**config.mk**
```make
export PLATFORM = sky130hd
export DESIGN_NAME = pcie_mwr_tlp_packer
export DESIGN_NICKNAME = d
export VERILOG_FILES = /design/src/rtl/pcie_mwr_tlp_packer.sv
export SDC_FILE = /design/constraint.sdc
export NUM_CORES = 1
export LEC_CHECK = 0
export BUFFER_PORTS_ARGS = -buffer_cell sky130_fd_sc_hd__buf_4
export CORE_MARGIN = 2
export CORE_UTILIZATION = 25
export DETAILED_ROUTE_END_ITERATION = 16
export SLEW_MARGIN = 30
export SYNTH_ARGS = -nofsm -noshare
export SYNTH_HDL_FRONTEND = slang
export SYNTH_SLANG_ARGS = --single-unit
```
**constraint.sdc**
```tcl
create_clock -name clk -period 33.4 [get_ports clk]
set_input_delay 6.68 -clock clk [delete_from_list [all_inputs] [get_ports clk]]
set_output_delay 6.68 -clock clk [all_outputs]
set_load 0.05 [all_outputs]
```
**src/rtl/pcie_mwr_tlp_packer.sv**
```systemverilog
// Packs one AXI write burst (AW + W) into one PCIe Memory-Write TLP, header on the first beat.
// Optional statistics counters are built when PCIE_TLP_STATS_EN is defined.
//
// state  | meaning
// IDLE   | awready high, waiting for the next AW
// DATA   | streaming FIFO beats out as TLP payload
// DRAIN  | illegal burst: discarding its W beats, no TLP
// RESP   | presenting the B response
module pcie_mwr_tlp_packer #(
    parameter int DATA_W     = 128,
    parameter int ADDR_W     = 32,
    parameter int ID_W       = 4,
    parameter int FIFO_DEPTH = 8,
    parameter int MAX_LEN    = 16
) (
    input  logic                clk,
    input  logic                rst,
    input  logic                awvalid,
    output logic                awready,
    input  logic [ID_W-1:0]     awid,
    input  logic [ADDR_W-1:0]   awaddr,
    input  logic [7:0]          awlen,
    input  logic [2:0]          awsize,
    input  logic                wvalid,
    output logic                wready,
    input  logic [DATA_W-1:0]   wdata,
    input  logic [DATA_W/8-1:0] wstrb,
    input  logic                wlast,
    output logic                bvalid,
    input  logic                bready,
    output logic [ID_W-1:0]     bid,
    output logic [1:0]          bresp,
    input  logic [2:0]          cfg_tc,
    input  logic [15:0]         cfg_req_id,
    input  logic [15:0]         cfg_cpl_id,
    output logic                tlp_valid,
    input  logic                tlp_ready,
    output logic                tlp_sop,
    output logic                tlp_eop,
    output logic [DATA_W-1:0]   tlp_data,
    output logic [DATA_W/8-1:0] tlp_be,
    output logic [2:0]          hdr_fmt,
    output logic [4:0]          hdr_type,
    output logic [2:0]          hdr_tc,
    output logic [9:0]          hdr_length,
    output logic [15:0]         hdr_req_id,
    output logic [15:0]         hdr_cpl_id,
    output logic [ADDR_W-1:0]   hdr_addr
`ifdef PCIE_TLP_STATS_EN
    ,
    output logic [31:0]         stat_tlp_cnt,
    output logic [15:0]         stat_err_cnt,
    output logic [31:0]         stat_beat_cnt
`endif
);

    localparam int BYTES    = DATA_W / 8;
    localparam int SIZE_LOG = $clog2(BYTES);
    localparam int PTR_W    = $clog2(FIFO_DEPTH);
    localparam logic [PTR_W:0] DEPTH_CNT = (PTR_W + 1)'(FIFO_DEPTH);

    typedef enum logic [1:0] {S_IDLE, S_DATA, S_DRAIN, S_RESP} state_t;

    state_t state, state_n;

    // ---------------- W FIFO ----------------
    logic [DATA_W-1:0] fifo_data [FIFO_DEPTH];
    logic [BYTES-1:0]  fifo_strb [FIFO_DEPTH];
    logic              fifo_last [FIFO_DEPTH];
    logic [PTR_W-1:0]  wr_ptr, rd_ptr;
    logic [PTR_W:0]    count;
    logic              empty, push, pop;

    assign empty  = (count == '0);
    assign wready = (count != DEPTH_CNT);
    assign push   = wvalid && wready;

    always_ff @(posedge clk) begin
        if (push) begin
            fifo_data[wr_ptr] <= wdata;
            fifo_strb[wr_ptr] <= wstrb;
            fifo_last[wr_ptr] <= wlast;
        end
    end

    always_ff @(posedge clk) begin
        if (rst) begin
            wr_ptr <= '0;
            rd_ptr <= '0;
            count  <= '0;
        end else begin
            if (push) wr_ptr <= wr_ptr + 1'b1;
            if (pop)  rd_ptr <= rd_ptr + 1'b1;
            case ({push, pop})
                2'b10:   count <= count + 1'b1;
                2'b01:   count <= count - 1'b1;
                default: count <= count;
            endcase
        end
    end

    // ---------------- AW legality and header precompute ----------------
    logic [8:0]  aw_beats;
    logic [15:0] aw_bytes;
    logic [16:0] aw_end;
    logic [9:0]  aw_len_dw;
    logic        addr_hi_nz;
    logic        size_err, len_err, cross_err, align_err, aw_err;

    assign aw_beats  = {1'b0, awlen} + 9'd1;
    assign aw_bytes  = 16'(aw_beats) * 16'(BYTES);
    assign aw_end    = {5'd0, awaddr[11:0]} + {1'b0, aw_bytes};
    // 1024 DW wraps to 0 in the 10-bit length field, as PCIe encodes it
    assign aw_len_dw = 10'(aw_beats) * 10'(DATA_W / 32);

    assign size_err  = (awsize != 3'(SIZE_LOG));
    assign len_err   = (32'(aw_beats) > MAX_LEN);
    assign cross_err = (aw_end > 17'd4096);
    assign align_err = |awaddr[SIZE_LOG-1:0];
    assign aw_err    = size_err || len_err || cross_err || align_err;

    generate
        if (ADDR_W > 32) begin : g_addr64
            assign addr_hi_nz = |awaddr[ADDR_W-1:32];
        end else begin : g_addr32
            assign addr_hi_nz = 1'b0;
        end
    endgenerate

    // ---------------- burst context ----------------
    logic [ID_W-1:0]   id_q;
    logic [ADDR_W-1:0] addr_q;
    logic [7:0]        len_q;
    logic [7:0]        beat_cnt;
    logic [2:0]        tc_q, fmt_q;
    logic [15:0]       req_q, cpl_q;
    logic [9:0]        len_dw_q;
    logic              err_q;
    logic              aw_hs, last_beat, wlast_bad;

    assign aw_hs     = awvalid && awready;
    assign last_beat = (beat_cnt == len_q);
    assign wlast_bad = (fifo_last[rd_ptr] != last_beat);

    always_ff @(posedge clk) begin
        if (rst) begin
            id_q     <= '0;
            addr_q   <= '0;
            len_q    <= '0;
            beat_cnt <= '0;
            tc_q     <= '0;
            fmt_q    <= '0;
            req_q    <= '0;
            cpl_q    <= '0;
            len_dw_q <= '0;
            err_q    <= 1'b0;
        end else if (aw_hs) begin
            id_q     <= awid;
            addr_q   <= awaddr;
            len_q    <= awlen;
            beat_cnt <= '0;
            tc_q     <= cfg_tc;
            fmt_q    <= addr_hi_nz ? 3'b011 : 3'b010;
            req_q    <= cfg_req_id;
            cpl_q    <= cfg_cpl_id;
            len_dw_q <= aw_len_dw;
            err_q    <= aw_err;
        end else if (pop) begin
            beat_cnt <= beat_cnt + 8'd1;
            if (wlast_bad) err_q <= 1'b1;
        end
    end

    // ---------------- FSM ----------------
    always_ff @(posedge clk) begin
        if (rst) state <= S_IDLE;
        else     state <= state_n;
    end

    always_comb begin
        state_n   = state;
        awready   = 1'b0;
        tlp_valid = 1'b0;
        pop       = 1'b0;
        bvalid    = 1'b0;
        case (state)
            S_IDLE: begin
                awready = 1'b1;
                if (awvalid) state_n = aw_err ? S_DRAIN : S_DATA;
            end
            S_DATA: begin
                tlp_valid = !empty;
                if (!empty && tlp_ready) begin
                    pop = 1'b1;
                    if (last_beat) state_n = S_RESP;
                end
            end
            S_DRAIN: begin
                if (!empty) begin
                    pop = 1'b1;
                    if (last_beat) state_n = S_RESP;
                end
            end
            S_RESP: begin
                bvalid = 1'b1;
                if (bready) state_n = S_IDLE;
            end
            default: state_n = S_IDLE;
        endcase
    end

    // ---------------- outputs ----------------
    assign tlp_sop    = tlp_valid && (beat_cnt == 8'd0);
    assign tlp_eop    = tlp_valid && last_beat;
    assign tlp_data   = tlp_valid ? fifo_data[rd_ptr] : '0;
    assign tlp_be     = tlp_valid ? fifo_strb[rd_ptr] : '0;
    assign bid        = id_q;
    assign bresp      = (bvalid && err_q) ? 2'b10 : 2'b00;
    assign hdr_fmt    = fmt_q;
    assign hdr_type   = 5'b00000;
    assign hdr_tc     = tc_q;
    assign hdr_length = len_dw_q;
    assign hdr_req_id = req_q;
    assign hdr_cpl_id = cpl_q;
    assign hdr_addr   = addr_q;

`ifdef PCIE_TLP_STATS_EN
    always_ff @(posedge clk) begin
        if (rst) begin
            stat_tlp_cnt  <= '0;
            stat_err_cnt  <= '0;
            stat_beat_cnt <= '0;
        end else begin
            if (tlp_valid && tlp_ready) begin
                stat_beat_cnt <= stat_beat_cnt + 32'd1;
                if (last_beat) stat_tlp_cnt <= stat_tlp_cnt + 32'd1;
            end
            if (bvalid && bready && err_q) stat_err_cnt <= stat_err_cnt + 16'd1;
        end
    end
`endif

endmodule

```
# After elaboration in Yosys (flattened, before gate mapping)
# Memories as Yosys holds them, arrays and structs flattened. A register that Yosys moved wholly into a read port is not among the register bits.
# Cells that the tools add are included.
dict set report op_classes {
  addsub 7
  magnitude_cmp 2
  n_eq_ne 13
  mux 28
  reduce_logical 20
}
# op count
set ops {}
lappend ops {{$mux 128} 1}
lappend ops {{$mux 3} 6}
lappend ops {{$mux 16} 1}
lappend ops {{$add 12x13->14} 1}
lappend ops {{$gt 14x13->1 const B} 1}
lappend ops {{$mux 2} 7}
lappend ops {{$mux 1} 10}
lappend ops {{$add 8x1->9 const B} 1}
lappend ops {{$gt 9x5->1 const B} 1}
lappend ops {{$add 8x1->8 const B} 1}
lappend ops {{$eq 8x8->1} 1}
lappend ops {{$logic_not 8->1} 1}
lappend ops {{$ne 2x2->1 const B} 4}
lappend ops {{$pmux 2 s4} 1}
lappend ops {{$pmux 4 s2} 1}
lappend ops {{$add 3x1->3 const B} 2}
lappend ops {{$eq 2x2->1 const B} 3}
lappend ops {{$logic_and 1x1->1} 6}
lappend ops {{$reduce_bool 2->1} 3}
lappend ops {{$add 4x1->4 const B} 1}
lappend ops {{$eq 2x1->1 const B} 2}
lappend ops {{$logic_not 4->1} 1}
lappend ops {{$ne 4x4->1 const B} 1}
lappend ops {{$reduce_and 4->1} 1}
lappend ops {{10 further kinds} 12}
dict set report word_totals {
  reg_bits 109
  ram_bits 1160
  input_bits 233
  output_inout_bits 241
  word_cells 87
  memories 3
}
# memory words word_bits rd rd_clocked_by_memory_dff write_ports line
set memory_table {}
lappend memory_table {fifo_data 8 128 1 1 1 67} ;# logic [DATA_W-1:0] fifo_data [FIFO_DEPTH];
lappend memory_table {fifo_strb 8 16 1 1 1 68} ;# logic [BYTES-1:0] fifo_strb [FIFO_DEPTH];
lappend memory_table {fifo_last 8 1 1 1 1 69} ;# logic fifo_last [FIFO_DEPTH];

# Logic depth before layout (Yosys ltp)
# Gate-level depths: netlist of run 1.
dict set report depth {
  depth_word 8
  ltp_mapped 12
  depth_no_buf 11
}

# Worst setup path after synthesis of run 1
# Ideal clock, no wire load.
dict set report synth_timing {
  kind {input to register}
  startpoint {input wvalid}
  endpoint {memory fifo_data[0][0], enable pin}
  setup_time_ns 1.007
  arrival_time_ns 20.525
  required_ns 32.393
  slack_ns 11.868
  stages 2
  cell_sequence {nand2_1 nor4_1}
}
dict set report synth_between {
  elab_chain_len 3
}
# element line
set synth_rtl {}
lappend synth_rtl {{from (decl)} 24} ;# input logic wvalid,
lappend synth_rtl {{$logic_and 1x1->1} 76} ;# assign push = wvalid && wready;
lappend synth_rtl {{$mux 1} 79} ;# if (push) begin
lappend synth_rtl {{$mux 1 (implied by the code)} 80} ;# fifo_data[wr_ptr] <= wdata;
lappend synth_rtl {{to (decl)} 67}
# No other way between the ends.

==> qor.txt, run 1 <==
GRT Util Overall: 0.1144
Layout cells sized above 1: 0.3284
Vias: 24.42k
Worst setup EP type: primary output
Clk slew on worst S/H paths: 0.06 ns
Die width: 446.2 um
Setup TNS: 0 ns
YS warnings: 0
Hold slack: 0.4531 ns
Leakage power: 19.22 nW
Insertion delay of the later-clocked pin in the worst-skew pair: 0.78 ns
Clock Skew: 0.05170 ns
Cts hold-fix bufs: 0
Final Hold Fails: 0
CTS Root Cell: clkbuf_16
DRC violations left: 0
# resized after CTS: 0
Peak supply drop: 0.04507 mV
Total grt overflow: 0
Clock Path Buffers: 3
Post-layout min period: 10.89 ns
Clock power share: 0.388
Routability cong.: 0.7218
First-pass GRT wire length: 167700 um
Nets: 3239
Clock Sink Count: 1272
Die H: 446.2 um
Final WL: 116300 um
Setup CP Type: flip-flop to primary output
Post-Syn Instances: 2463
Synthesis-to-finish area growth: 22.49%
Pin count of the biggest net entering global routing: 99
Type of the worst min-delay path: flip-flop to flip-flop
TritonCTS clock tree: yes
Fraction of registers with async set/reset: 0
Top_reg_cell synth: edfxtp_1
Max Freq: 0.09183 GHz
Worst-Margin Slew: 1.002 ns
Avg Synthesized Cell Area: 19.84 um2
DIE AREA: 199100 um2
Core area: 194600 um2
RSZ-0062 raised after global routing: no
Met3 usage: 0.02666
Outcome: finished clean
Internal: 2.822 mW
Worst Path Required: 26.72 ns
Inserted Clock Buffers: 139
Met1 Use GR: 0.1390
Seq/Total Area, Yosys: 0.7586
NetSw: 0.9762 mW
Crit path DAT: 4.21 ns
Final Cycle Share: 0.3260
Synth unique cells: 59
Port bufs: 463
Vias per cell: 4.332
Max-cap violations: 0
Detailed Route Iter0 Violations: 1628
Setup bufs post-CTS: 0
Number of cell rows: 162
Post-synth EDFFs: 1160
Antenna Violating Nets Remaining: 0
Seq pwr share: 0.481
Netlist Area Pre-Place: 48870 um2
Synth Register Bits: 1272
Final setup fails: 0
Pre-antenna DRT Iters: 6
Initial core utilization: 0.2512
Busiest layer in global routing: met2
Num ports: 474
Sw Share: 0.2570
Post-DR wirelength/cell: 20.63 um
HPWL after DPL: 64370 um
Antenna violations before repair: 13
Vias in the first global route: 25.23k
P per Cell Area: 63.45 nW/um2
CP Launch Type: flip-flop
Logic pwr share: 0.131
H-tree levels: 4
Slew headroom: 0.3323
GR Layer Usage met2: 0.1950
Worst-path fanout max: 46
Max-slew violation count: 0
[logic make-up (layout without fill, tap and decap cells)]
logic type,count (synthesis),in the layout,share of synthesized area
AO/OA/AOI/OAI,128,128,0.01554
XOR/XNOR,34,34,0.006093
adder cells (fa/ha/maj),25,25,0.006707
buffers and inverters,153,769,0.01423
flip-flops,1272,1272,0.7586
multiplexers,437,437,0.1637
other,1,18,0.00007673
AND/OR/NAND/NOR,413,413,0.03502
[registers in the layout (all words and copies together), names as in the netlist, named ones only]
signal      flops
len_q           8
count           4
rd_ptr          3
fifo_last       8
hdr_req_id     16
hdr_tc          3
fifo_data    1024
hdr_length      8
state           2
beat_cnt        8
bid             4
fifo_strb     128
hdr_fmt         1
wr_ptr          3
err_q           1
hdr_addr       32
hdr_cpl_id     16
[layout by cell type (no fill, tap or decap), types with 11 or more instances in the layout]
| cell type | instances |
|---|---|
| dfxtp_1 | 109 |
| nand2_1 | 177 |
| inv_1 | 13 |
| a21oi_1 | 94 |
| buf_4 | 492 |
| nor2_1 | 179 |
| edfxtp_1 | 1160 |
| mux2i_1 | 147 |
| clkbuf_1 | 29 |
| clkinv_2 | 19 |
| xor2_1 | 27 |
| ha_1 | 23 |
| clkinv_1 | 28 |
| clkbuf_16 | 139 |
| mux4_2 | 290 |
| nand3_1 | 11 |
[synth_stat cells, drive strengths merged, types with 2 or more instances]
master     n  area share
fa         2     0.00082
nand3     11      0.0011
mux4     290        0.13
a31o       3     0.00054
a21oi     94      0.0096
nor4       5      0.0014
xnor2      7      0.0013
inv       14      0.0011
nand4      2     0.00026
edfxtp  1160        0.71
xor2      27      0.0048
o21ai      3     0.00031
nand2b     5     0.00064
a211oi     8      0.0012
nor2     182       0.014
nand2    178       0.014
nor3      12      0.0012
dfxtp    112       0.046
clkbuf    63      0.0048
mux2i    147       0.030
or2b       3     0.00051
ha        23      0.0059
and2       3     0.00044
buf       75      0.0082
a221oi     2     0.00049
and3       6     0.00090
a21o       5     0.00077
[metal layers]
metal / wire [um] / vias up / share of wire
met1: 47820 / 12770 / 0.41
li1: - / 10860 / -
met4: 3617 / 6 / 0.031
met2: 58540 / 615 / 0.50
met5: 36 / - / 0.00031
met3: 6292 / 173 / 0.054
[worst max-delay path, cell delays in order, from the launching register on]
cell	delay [ns]
dfxtp_4	0.76
buf_4	0.74
buf_6	0.63
mux4_2	0.59
mux2i_1	0.25
nor2_1	0.08
buf_4	0.23
[path summary, 6_finish.rpt]
check | startpoint | end | slack [ns] | cells after the start
worst max-delay path | flip-flop | tlp_data[16] | 22.51 | 6
worst min-delay path | hdr_req_id[7]$_SDFFE_PP0P_ | hdr_req_id[7]$_SDFFE_PP0P_ | 0.45 | 2
worst max register to register | count[0]$_SDFFE_PP0P_ | fifo_data[1][104]$_DFFE_PP_ | 29.51 | 6
worst min register to register | hdr_req_id[7]$_SDFFE_PP0P_ | hdr_req_id[7]$_SDFFE_PP0P_ | 0.45 | 2
[cell type report]
class | count | area (um2)
fill | 18880 | 134700
sequential | 1272 | 37090
multi-input combinational | 1047 | 11200
timing repair buffer | 506 | 3928
clock buffer | 168 | 3587
tap | 2542 | 3181
clock inverter | 80 | 808.3
inverter | 15 | 57.56
antenna | 8 | 20.02
[power by group through the flow]
stage               registers [mW]  logic (mW)  clock network [mW]
CTS                           1.83       0.508                1.52
floorplan                     1.93       0.279                   0
detailed placement            1.86       0.507                   0
global placement              1.86       0.502                   0
finish                        1.83       0.499                1.47
global route                  1.83       0.537                1.58
[through the flow]
stage / std cells / cell area (um2) / utilization / setup slack, ns / power [mW]
3_5_place_dp: 5380 / 55380 / 0.2846 / 22.89 / 2.368
6_report: 5638 / 59870 / 0.3077 / 22.51 / 3.798
3_3_place_gp: 5379 / 55350 / 0.2844 / 22.83 / 2.360
4_1_cts: 5628 / 59780 / 0.3072 / 22.00 / 3.851
5_1_grt: 5636 / 59860 / 0.3076 / 22.12 / 3.945
2_1_floorplan: 2472 / 48910 / - / 11.87 / 2.213
Note: power is estimated with default switching activity, not from simulation.
==> inputs of run 2 (changes only) <==
- clock period: 33.4 -> 10.7 ns (I/O delays scaled with it)
==> run 2 against run 1 <==
Effect of this change: die area is the same; hold slack is essentially flat; combinational power rose to 3.1 times the previous value; first-iteration DRC count up 5.2%; sequential cell count unchanged; largest cell class unchanged.
==> qor.txt, run 2 (same netlist as run 1, synthesis figures left out) <==
Outcome: finished clean
RSZ-0062 raised after global routing: no
CP Launch Type: flip-flop
Final WL: 117900 um
Insertion delay of the later-clocked pin in the worst-skew pair: 0.77 ns
Pin count of the biggest net entering global routing: 121
Worst-Margin Slew: 0.9787 ns
Cts hold-fix bufs: 0
Antenna Violating Nets Remaining: 0
# fillers: 18.94k
Final setup fails: 0
Post-layout min period: 6.161 ns
Multi-input gate area in the final layout: 11210 um2
Clk slew on worst S/H paths: 0.06 ns
Final Hold Fails: 0
Clock Path Buffers: 3
Vias in the first global route: 25.27k
Biggest register: fifo_data
Peak supply drop: 0.1545 mV
Die H: 446.2 um
Slew headroom: 0.3475
Total grt overflow: 0
Max-cap violations: 0
P per Cell Area: 199.0 nW/um2
CP cell instances: buf_4 > buf_4 > mux4_2 > mux2i_1 > nor2_1 > buf_4
Buf+Inv Stages, Crit Path: 3
H-tree levels: 4
Most frequent CP cell: buf_4
Max reg flops: 1024
Type of the worst min-delay path: flip-flop to flip-flop
Number of cell rows: 162
Worst-path fanout max: 39
Design Power: 11.95 mW
Pre-antenna DRT Iters: 5
Reg area: 37090 um2
Core area: 194600 um2
Critical Path Max Stage Delay: 0.74 ns
Layout cells sized above 1: 0.3279
Initial core utilization: 0.2512
Max Freq: 0.1623 GHz
Synthesis-to-finish area growth: 22.93%
First-pass GRT wire length: 169300 um
Worst setup EP type: primary output
GRT Util Overall: 0.1154
CTS Root Cell: clkbuf_16
Detailed Route Iter0 Violations: 1713
Most common cell after layout, fill and taps aside: edfxtp_1
Antenna violations before repair: 15
Num ports: 474
DIE AREA: 199100 um2
DRC violations left: 0
Inserted Clock Buffers: 140
R2R Setup Slk: 7.47 ns
Setup CP Type: flip-flop to primary output
Hold slack: 0.4535 ns
Clock Sink Count: 1272
Final Cycle Share: 0.5758
Vias: 24.62k
Clock Skew: 0.03397 ns
HPWL after DPL: 63670 um
Slowest CP cell: buf_4
CP delay by family, top: buffers and inverters
Setup bufs post-CTS: 0
Post-DR wirelength/cell: 20.91 um
Leakage power: 19.27 nW
Max-slew violation count: 0
Vias per cell: 4.367
TritonCTS clock tree: yes
Most frequent cells in the layout: edfxtp_1 (1160), buf_4 (484), mux4_2 (290)
Crit path DAT: 4.02 ns
Die width: 446.2 um
Worst Path Required: 8.56 ns
# resized after CTS: 0
Nets: 3236
Routability cong.: 0.7447
Port bufs: 463
==> run 2: per-stage QoR <==
stage | std cells | setup TNS (ns) | utilization | setup slack [ns] | cell area, um2
6_report | 5637 | 0 | 0.3088 | 4.539 | 60080
5_1_grt | 5635 | 0 | 0.3087 | 4.047 | 60070
4_1_cts | 5625 | 0 | 0.3082 | 4.260 | 59970
3_5_place_dp | 5375 | 0 | 0.2850 | 5.154 | 55460
3_3_place_gp | 5373 | 0 | 0.2847 | 5.177 | 55410
2_1_floorplan | 2472 | -1025.48 | - | -2.302 | 48920
==> run 2: final cells by class <==
class | count | share of cell area
multi-input cells | 1047 | 0.1866
well taps | 2542 | 0.05294
clock inverters | 71 | 0.01343
inverters | 15 | 0.0009580
diodes | 9 | 0.0003749
clock buffers | 179 | 0.06167
repair buffers | 502 | 0.06668
flip-flops and latches | 1272 | 0.6173
==> run 2: worst paths after layout <==
path,end,depth (start not counted),from
min,hdr_cpl_id[15]$_SDFFE_PP0P_,2,hdr_cpl_id[15]$_SDFFE_PP0P_
max reg2reg,fifo_data[7][54]$_DFFE_PP_,6,count[0]$_SDFFE_PP0P_
max,tlp_data[35],6,flip-flop
min reg2reg,hdr_cpl_id[15]$_SDFFE_PP0P_,2,hdr_cpl_id[15]$_SDFFE_PP0P_
==> run 2: power breakdown <==
part,switching [mW],internal [mW],leakage [nW],total (mW)
clock,2.03,2.66,2.16,4.69
combinational,0.996,0.571,5.65,1.57
sequential,0.0752,5.62,11.5,5.70
total,3.10,8.86,19.3,12.0
==> run 2: per-layer routing <==
layer / vias to the layer above / wire [um] / track usage
li1: 10860 / - / -
met4: 12 / 3073 / 0.04079
met5: - / 80 / 0
met3: 176 / 7190 / 0.03088
met2: 661 / 59260 / 0.1972
met1: 12910 / 48260 / 0.1398
==> run 2: worst min-delay path, stage by stage, from the launching register on <==
cell and delay [ns]:
dfxtp_1 0.30, nand2_1 0.05, a21oi_1 0.05
==> inputs of run 3 (changes only) <==
- ABC_AREA: not set -> 1
- clock period: 10.7 -> 5.1 ns (I/O delays scaled with it)
==> run 3 against run 2 <==
Effect of this change: setup slack worse by 4.0 ns; sequential share of layout area down 0.97 points; hold slack worse by 0.012 ns; critical path type unchanged; largest cell class unchanged; clock skew up 0.014 ns.
==> qor.txt, run 3 <==
Simple-gate area share of the yosys netlist: 0.09343
Cell area after layout: 61030 um2
Num ports: 474
Slowest CP cell: dfxtp_4
Pin count of the biggest net entering global routing: 184
Synth unique cells: 39
TritonCTS clock tree: yes
Cts hold-fix bufs: 0
Most frequent cells in the layout: edfxtp_1 (1160), nor2_1 (1045), buf_4 (495)
Crit path DAT: 3.58 ns
Pre-antenna DRT Iters: 8
Antenna violations before repair: 11
Post-synth top area share: 0.7005
Post-synth EDFFs: 1160
Post-Syn Instances: 3992
Commonest cells in the synthesized netlist: edfxtp_1 (1160), nor2_1 (1055), o21ai_0 (473)
Nets: 4661
Worst setup EP type: primary output
Fraction of registers with async set/reset: 0
Max reg flops: 1024
P per Cell Area: 435.7 nW/um2
CP Launch Type: flip-flop
End of the worst hold path: fifo_data[2][89]$_DFFE_PP_
Core area: 197400 um2
Final WL: 139200 um
Routability cong.: 0.8707
Total grt overflow: 0
Post-DR wirelength/cell: 19.46 um
Netlist Area Pre-Place: 49730 um2
RSZ-0062 raised after global routing: no
Max Freq: 0.2173 GHz
Largest family of logic cells by synthesized area: compound AO/OA/AOI/OAI gates
Inserted Clock Buffers: 142
Number of cell rows: 163
Clk slew on worst S/H paths: 0.06 ns
Most frequent CP cell: buf_4
Post-Synth Adder-Cell Area: 0.006592
Final Util: 0.3091
Biggest register: fifo_data
Synth area leaders: edfxtp_1 (70%), nor2_1 (8.0%), o21ai_0 (4.8%)
Layout cells sized above 1: 0.1733
Top_reg_cell synth: edfxtp_1
Avg Synthesized Cell Area: 12.46 um2
Clock Path Buffers: 3
Die width: 450.0 um
Final setup fails: 0
Most common cell in the synthesized netlist: edfxtp_1
R2R Setup Slk: 2.23 ns
Place WS: 1.140 ns
Setup CP Type: flip-flop to primary output
Slew headroom: 0.3081
Vias in the first global route: 31.58k
Design Power: 26.59 mW
CP cell instances: buf_4 > buf_12 > o21ai_0 > o22ai_1 > o21ai_1 > a31oi_1 > buf_4
Synth Area in XOR/XNOR: 0.002088
Seq/Total Area, Yosys: 0.7456
Initial core utilization: 0.2519
Dpl cell area: 56420 um2
CTS Root Cell: clkbuf_16
Antenna Violating Nets Remaining: 0
Vias per cell: 4.570
Post-synthesis compound-gate area fraction: 0.1220
Peak supply drop: 0.3759 mV
Type of the worst min-delay path: input pin to flip-flop
Hold slack: 0.4411 ns
Max-cap violations: 0
Clock Skew: 0.04820 ns
Synth Register Bits: 1272
Synth area leader: edfxtp_1
Vias: 32.70k
Detailed Route Iter0 Violations: 2703
# resized after CTS: 0
Most common cell after layout, fill and taps aside: edfxtp_1
Worst hold start: wdata[89]
Clock Sink Count: 1272
DIE AREA: 202500 um2
Critical register-to-register path startpoint: state[0]$_SDFFE_PP0P_
Insertion delay of the later-clocked pin in the worst-skew pair: 0.80 ns
R2r worst-path depth: 14
Post-layout min period: 4.602 ns
Outcome: finished clean
Setup bufs post-CTS: 0
Worst-path fanout max: 177
Leakage power: 20.89 nW
Final Cycle Share: 0.9024
GRT Util Overall: 0.1334
Max-slew violation count: 0
YS warnings: 0
Critical R2R Capture: count[3]$_SDFFE_PP0P_
Port bufs: 463
Finished Layout Cells: 7155
DRC violations left: 0
H-tree levels: 4
Mux cell area share after synthesis: 0
Critical Path Max Stage Delay: 0.57 ns
Placed cell count: 6898
Worst-Margin Slew: 1.038 ns
First-pass GRT wire length: 205400 um
# fillers: 19.72k
Final WS setup: 0.4979 ns
Synthesis-to-finish area growth: 22.73%
Final Hold Fails: 0
Worst Path Required: 4.08 ns
Setup TNS: 0 ns
Die H: 450.0 um
Hold Path Depth: 1
HPWL after DPL: 79130 um
## run 3: layer usage
| layer | GRT usage | vias to the layer above | wire, um |
|---|---|---|---|
| met2 | 0.2308 | 937 | 69610 |
| met1 | 0.1654 | 16200 | 58130 |
| met4 | 0.04279 | 4 | 3964 |
| li1 | - | 15330 | - |
| met3 | 0.02809 | 232 | 7496 |
| met5 | 0 | - | 27 |
## run 3: worst max path at each step
stage               cells after the start  slack (ns)                  start                        end
floorplan                               4       -0.54                 wvalid  fifo_data[4][0]$_DFFE_PP_
global placement                        8        1.19  count[1]$_SDFFE_PP0P_               tlp_data[58]
detailed placement                      8        1.14  count[1]$_SDFFE_PP0P_               tlp_data[58]
CTS                                     8        0.20  count[1]$_SDFFE_PP0P_               tlp_data[58]
global route                            8        0.30  count[1]$_SDFFE_PP0P_               tlp_data[58]
finish                                  7        0.50              flip-flop              tlp_data[107]
## run 3: kinds of logic after synthesis
kind of cell,count (synthesis)
XOR/XNOR,11
AND/OR/NAND/NOR,1200
adder cells (fa/ha/maj),25
buffers and inverters,344
AO/OA/AOI/OAI,1139
flip-flops,1272
other,1
## run 3: power by group
group	switching (mW)	internal, mW
registers	0.178	11.8
clock network	4.30	5.74
logic	3.24	1.31
total	7.72	18.9
## run 3: worst max-delay path, delay by kind of cell (launching register included)
family | cells | cell delay [ns]
AO/OA/AOI/OAI | 4 | 0.91
buffers and inverters | 3 | 0.96
flip-flops | 1 | 0.57
## run 3: area by class of cell
class                   instances  area (um2)  share of cell area
flip-flops and latches       1272       37080              0.6076
repair buffers                535        4524             0.07413
clock inverters                81       845.8             0.01386
inverters                      67       279.0            0.004572
diodes                          3       7.507           0.0001230
clock buffers                 172        3730             0.06112
well taps                    2640        3303             0.05413
multi-input cells            2385       11260              0.1844
